File: config.mk
export PLATFORM = sky130hd
export DESIGN_NAME = rgb_to_ycbcr
export DESIGN_NICKNAME = d
export VERILOG_FILES = /design/src/rtl/video_color_pkg.sv /design/src/rtl/color_clamp8.sv /design/src/rtl/rgb_to_ycbcr.sv
export SDC_FILE = /design/constraint.sdc
export NUM_CORES = 1
export LEC_CHECK = 0
export ABC_AREA = 1
export CAP_MARGIN = 20
export CORE_ASPECT_RATIO = 1.25
export CORE_MARGIN = 1.5
export CORE_UTILIZATION = 40
export DETAILED_ROUTE_END_ITERATION = 7
export SYNTH_ARGS = -nofsm -noshare
export SYNTH_HDL_FRONTEND = slang
export SYNTH_HIERARCHICAL = 1
export SYNTH_SLANG_ARGS = --single-unit
File: constraint.sdc
create_clock -name clk -period 4.2 [get_ports clk]
set_clock_uncertainty 0.05 [all_clocks]
set_input_delay 0.84 -clock clk [delete_from_list [all_inputs] [get_ports clk]]
set_output_delay 0.84 -clock clk [all_outputs]
set_load 0.01 [all_outputs]
File: src/rtl/video_color_pkg.sv
// BT.601 colour-conversion constants shared by the RGB->YCbCr and YCbCr->RGB datapaths.
// Coefficients are 9-bit signed; accumulations are 18-bit signed.
package video_color_pkg;

    localparam int SUM_W = 18;

    // Row-major: Y, Cb, Cr rows; R, G, B columns.
    localparam logic signed [8:0] COEF [9] = '{
        9'sd66,   9'sd129,  9'sd25,
        -9'sd38,  -9'sd74,  9'sd112,
        9'sd112,  -9'sd94,  -9'sd18
    };

    localparam logic signed [SUM_W-1:0] ROUND_BIAS = 18'sd128;

    localparam int Y_OFFSET     = 16;
    localparam int C_OFFSET     = 128;
    localparam int STUDIO_LO    = 16;
    localparam int STUDIO_Y_HI  = 235;
    localparam int STUDIO_C_HI  = 240;
    localparam int FULL_LO      = 0;
    localparam int FULL_HI      = 255;
    localparam int PIPE_LATENCY = 4;

    function automatic int clamp_lo(bit studio);
        return studio ? STUDIO_LO : FULL_LO;
    endfunction

    function automatic int clamp_hi(bit studio, bit chroma);
        if (!studio)
            return FULL_HI;
        return chroma ? STUDIO_C_HI : STUDIO_Y_HI;
    endfunction

endpackage

File: src/rtl/color_clamp8.sv
// Turns one 18-bit rounded colour sum into an 8-bit component:
// floor shift by 8, add the component offset, clamp to [LO, HI].
module color_clamp8
    import video_color_pkg::*;
#(
    parameter int OFFSET = 16,
    parameter int LO     = 16,
    parameter int HI     = 235
) (
    input  logic signed [SUM_W-1:0] sum,
    output logic [7:0]              result
);

    localparam logic signed [SUM_W-1:0] OFFSET_S = SUM_W'(OFFSET);
    localparam logic signed [SUM_W-1:0] LO_S     = SUM_W'(LO);
    localparam logic signed [SUM_W-1:0] HI_S     = SUM_W'(HI);

    logic signed [SUM_W-1:0] offset_val;

    assign offset_val = (sum >>> 8) + OFFSET_S;

    always_comb begin
        result = offset_val[7:0];
        if (offset_val < LO_S)
            result = LO_S[7:0];
        else if (offset_val > HI_S)
            result = HI_S[7:0];
    end

endmodule

File: src/rtl/rgb_to_ycbcr.sv
// Four-stage BT.601 RGB -> YCbCr converter with 4:4:4 outputs and a co-sited
// 4:2:2 chroma stream (Cb on even pixels, held Cr on odd pixels).
module rgb_to_ycbcr
    import video_color_pkg::*;
#(
    parameter bit CLAMP_STUDIO = 1'b1
) (
    input  logic       clk,
    input  logic       rst,
    input  logic       in_valid,
    input  logic       in_sol,
    input  logic [7:0] red,
    input  logic [7:0] green,
    input  logic [7:0] blue,
    output logic       out_valid,
    output logic       out_sol,
    output logic [7:0] y,
    output logic [7:0] cb,
    output logic [7:0] cr,
    output logic [7:0] c422,
    output logic       c422_is_cr
);

    logic s1_valid_reg, s1_sol_reg;
    logic s2_valid_reg, s2_sol_reg;
    logic s3_valid_reg, s3_sol_reg;

    logic [7:0]              in_pix     [3];
    logic [7:0]              s1_pix_reg [3];
    logic signed [SUM_W-1:0] prod_next  [9];
    logic signed [SUM_W-1:0] prod_reg   [9];
    logic signed [SUM_W-1:0] sum_next   [3];
    logic signed [SUM_W-1:0] sum_reg    [3];
    logic [7:0]              clamp_out  [3];

    logic       odd_next_reg;
    logic [7:0] cr_hold_reg;
    logic       pix_odd;

    assign in_pix[0] = red;
    assign in_pix[1] = green;
    assign in_pix[2] = blue;

    genvar gi;
    generate
        for (gi = 0; gi < 9; gi++) begin : g_prod
            assign prod_next[gi] = SUM_W'($signed({1'b0, s1_pix_reg[gi % 3]})) * SUM_W'(COEF[gi]);
        end
        for (gi = 0; gi < 3; gi++) begin : g_comp
            assign sum_next[gi] = prod_reg[3*gi] + prod_reg[3*gi+1] + prod_reg[3*gi+2] + ROUND_BIAS;
            color_clamp8 #(
                .OFFSET(gi == 0 ? Y_OFFSET : C_OFFSET),
                .LO    (clamp_lo(CLAMP_STUDIO)),
                .HI    (clamp_hi(CLAMP_STUDIO, gi != 0))
            ) u_clamp (
                .sum   (sum_reg[gi]),
                .result(clamp_out[gi])
            );
        end
    endgenerate

    // Datapath registers only move with valid data, so idle outputs stay stable.
    always_ff @(posedge clk) begin
        if (in_valid)
            s1_pix_reg <= in_pix;
        if (s1_valid_reg)
            prod_reg <= prod_next;
        if (s2_valid_reg)
            sum_reg <= sum_next;
    end

    // A line start always restarts pairing on an even pixel.
    assign pix_odd = s3_sol_reg ? 1'b0 : odd_next_reg;

    always_ff @(posedge clk) begin
        if (rst) begin
            s1_valid_reg <= 1'b0;
            s1_sol_reg   <= 1'b0;
            s2_valid_reg <= 1'b0;
            s2_sol_reg   <= 1'b0;
            s3_valid_reg <= 1'b0;
            s3_sol_reg   <= 1'b0;
            out_valid    <= 1'b0;
            out_sol      <= 1'b0;
            y            <= 8'(Y_OFFSET);
            cb           <= 8'(C_OFFSET);
            cr           <= 8'(C_OFFSET);
            c422         <= 8'(C_OFFSET);
            c422_is_cr   <= 1'b0;
            odd_next_reg <= 1'b0;
            cr_hold_reg  <= 8'(C_OFFSET);
        end else begin
            s1_valid_reg <= in_valid;
            s1_sol_reg   <= in_valid & in_sol;
            s2_valid_reg <= s1_valid_reg;
            s2_sol_reg   <= s1_sol_reg;
            s3_valid_reg <= s2_valid_reg;
            s3_sol_reg   <= s2_sol_reg;
            out_valid    <= s3_valid_reg;
            out_sol      <= s3_sol_reg;
            if (s3_valid_reg) begin
                y            <= clamp_out[0];
                cb           <= clamp_out[1];
                cr           <= clamp_out[2];
                c422         <= pix_odd ? cr_hold_reg : clamp_out[1];
                c422_is_cr   <= pix_odd;
                odd_next_reg <= ~pix_odd;
                if (!pix_odd)
                    cr_hold_reg <= clamp_out[2];
            end
        end
    end

endmodule

==> metrics.log <==
[metrics] number of sinks handled by clock tree synthesis: ~220
[metrics] number of diodes: 0
[metrics] proportion of layout cells with a drive suffix above 1: roughly 5.1%
[metrics] type of destination of the critical path: flip-flop
[metrics] Setup crit start kind: flip-flop
[metrics] Worst Tran Pin Value: about 0.57 ns
[metrics] post-route fraction of the period consumed by the critical path: around nine tenths
[metrics] GR met1 Demand/Resource: between 20% and 30%
[metrics] maximum vdd drop: ~0.38 mV
[metrics] Max-cap violations: 0
[metrics] Worst Path Arrival: just over 4 ns
[metrics] most common cell after layout, fill and taps aside: sky130_fd_sc_hd__nand2_1
[metrics] standby leakage power: approximately 9.9 nW
[metrics] Worst Slack Setup Final: around 0.34 ns
[metrics] final hold slack: ~0.35 ns
[metrics] Post-Route WL: slightly below 40 mm
[metrics] critical-path cell list: ha_1, ha_1, fa_1, inv_1, fa_1, inv_1, ha_1, fa_1, nand2_1, nand3_1, nand2_1, o21ai_1, xor2_1
[metrics] number of top-level pins: between 60 and 70
[metrics] share of the core filled with cells in the final layout: 45.3%
[metrics] total core area: 0.0440 mm²
[metrics] Site Rows: 86
[metrics] quantity of I/O buffers inserted on ports: just over 60
[metrics] max reg flops: roughly 120
[metrics] # hold bufs at CTS: 0
[metrics] synthesized instance count: 1945
[metrics] overall die area: about 0.046 mm²
[metrics] Hold/Removal Path Class: flip-flop to flip-flop
[metrics] post-detail-place hpwl: approximately 33 mm
[metrics] Pre-antenna DRT Iters: 4
[metrics] class of the most critical setup path: flip-flop to flip-flop
[metrics] drt via density: about 4.8
[metrics] Post-Synthesis Net Count: 2372
[metrics] total count of max-transition violations in the final report: 0
[metrics] commonest non-fill, non-tap cells in the layout: 412 x sky130_fd_sc_hd__nand2_1, 365 x sky130_fd_sc_hd__inv_1, 298 x sky130_fd_sc_hd__ha_1
[metrics] area growth from synthesis to layout: 12.3%
[metrics] mapped cell area: around 0.018 mm²
[metrics] total number of vias: 12589
[metrics] headroom to the max-slew limit: a little over 60%
[metrics] number of remaining DRC errors: 0
[metrics] Max Fclk: ~260 MHz
[metrics] busiest grt layer: met2
[metrics] met2 GRT Util: 33.1%
[metrics] warning count from the yosys run: 6
[metrics] final period demand of the worst path: 3.86 ns
[metrics] required time of the critical path: roughly 4.4 ns
[metrics] critical path's top delay family: adder cells
[metrics] Inserted Clock Buffers: 25
[metrics] later-pin clock latency in the skew report: between 0.5 and 0.6 ns
[metrics] initial antenna violation count: 0
[metrics] setup repair bufs after CTS: 0
[metrics] largest net degree at the start of global routing: 43
[metrics] violation count after the first detailed-routing iteration: around 540
[metrics] power per cell area: around 660 mW/mm²
[metrics] Root Buffer Master: sky130_fd_sc_hd__clkbuf_16
[metrics] maximum fanout along the worst path: 9
[metrics] Worst Setup SP: s1_pix_reg[19]
[metrics] Starting Density: between 40 and 50%
[metrics] routability congestion estimate: about 0.87
[metrics] run status: finished clean
[metrics] highest cell delay on the worst timing path: around 0.58 ns
[metrics] unrepaired setup endpoints after global routing: no
[metrics] layout net count: ~2500
[metrics] total global routing track utilization: between 10% and 20%
[metrics] buffers and inverters on the worst path: 2
[metrics] global route overflow: 0
[metrics] Die Span X: between 150 and 200 µm
[metrics] number of hold violations in the final report: 0
[metrics] global-route wire length before repair: about 65 mm
[metrics] master of the slowest instance on the critical path: sky130_fd_sc_hd__edfxtp_1
[metrics] number of buffers on the longest clock path: 3
[metrics] Critical R2R Launch: s1_pix_reg[19]
[metrics] TritonCTS clock tree: yes
[metrics] Setup TNS Final: 0 ns
[metrics] number of levels in the clock H-tree: 1
[metrics] Antenna Nets Post-Route: 0
[metrics] post-synthesis average cell area: 9.13 µm²
[metrics] via count of the first global-routing pass: about 13000
[metrics] clock slew at the register clock pins of the worst setup and hold paths: 0.06 ns
[metrics] hold path startpoint: s2_sol_reg
[metrics] count of cells resized by post-cts repair: 0
[metrics] Avg WL per Cell: about 15 µm
[metrics] fraction of met3 tracks used by global routing: between 1.5 and 2%
[metrics] worst slack, placed: approximately 0.36 ns
[metrics] final setup violation count: 0
[metrics] die height: around 240 µm
[per-stage QoR]
step / area (µm²) / power [mW] / cells
6_report: 19900 / 13.2 / 2627
5_1_grt: 19900 / 14.7 / 2627
4_1_cts: 19900 / 13.4 / 2627
3_5_place_dp: 19200 / 11.2 / 2583
3_3_place_gp: 19200 / 11.1 / 2583
2_1_floorplan: 17800 / 9.15 / 1945
[routing by layer]
metal / part of all wire [%] / wire, µm
met5: 0 / 0
met4: 2.8 / 1120
met3: 3.4 / 1340
met2: 50 / 20000
met1: 43 / 17200
[worst min-delay path: stages, from the launching register on]
cell and delay, ns:
sky130_fd_sc_hd__dfxtp_1 0.29, sky130_fd_sc_hd__inv_1 0.04, sky130_fd_sc_hd__nor2_1 0.03
[cell type report]
cell class / instances / area [µm²]
Fill cell: 4208 / 24100
Multi-Input combinational cell: 1343 / 10200
Sequential cell: 219 / 6080
Inverter: 370 / 1390
Timing Repair Buffer: 79 / 748
Tap cell: 572 / 716
Clock buffer: 26 / 629
Clock inverter: 18 / 156
[power by group]
| part | internal, mW | switching, mW | total, mW |
|---|---|---|---|
| logic | 2.92 | 4.79 | 7.71 |
| clock network | 1.21 | 0.884 | 2.10 |
| registers | 3.13 | 0.282 | 3.41 |
[path summary, 6_finish.rpt]
path	end	slack, ns	depth (start not counted)
min reg2reg	s3_sol_reg	0.35	2
max	prod_reg[102]	0.34	13
min	s3_sol_reg	0.35	2
max reg2reg	prod_reg[102]	0.34	13
Note: power is estimated with default switching activity, not from simulation.
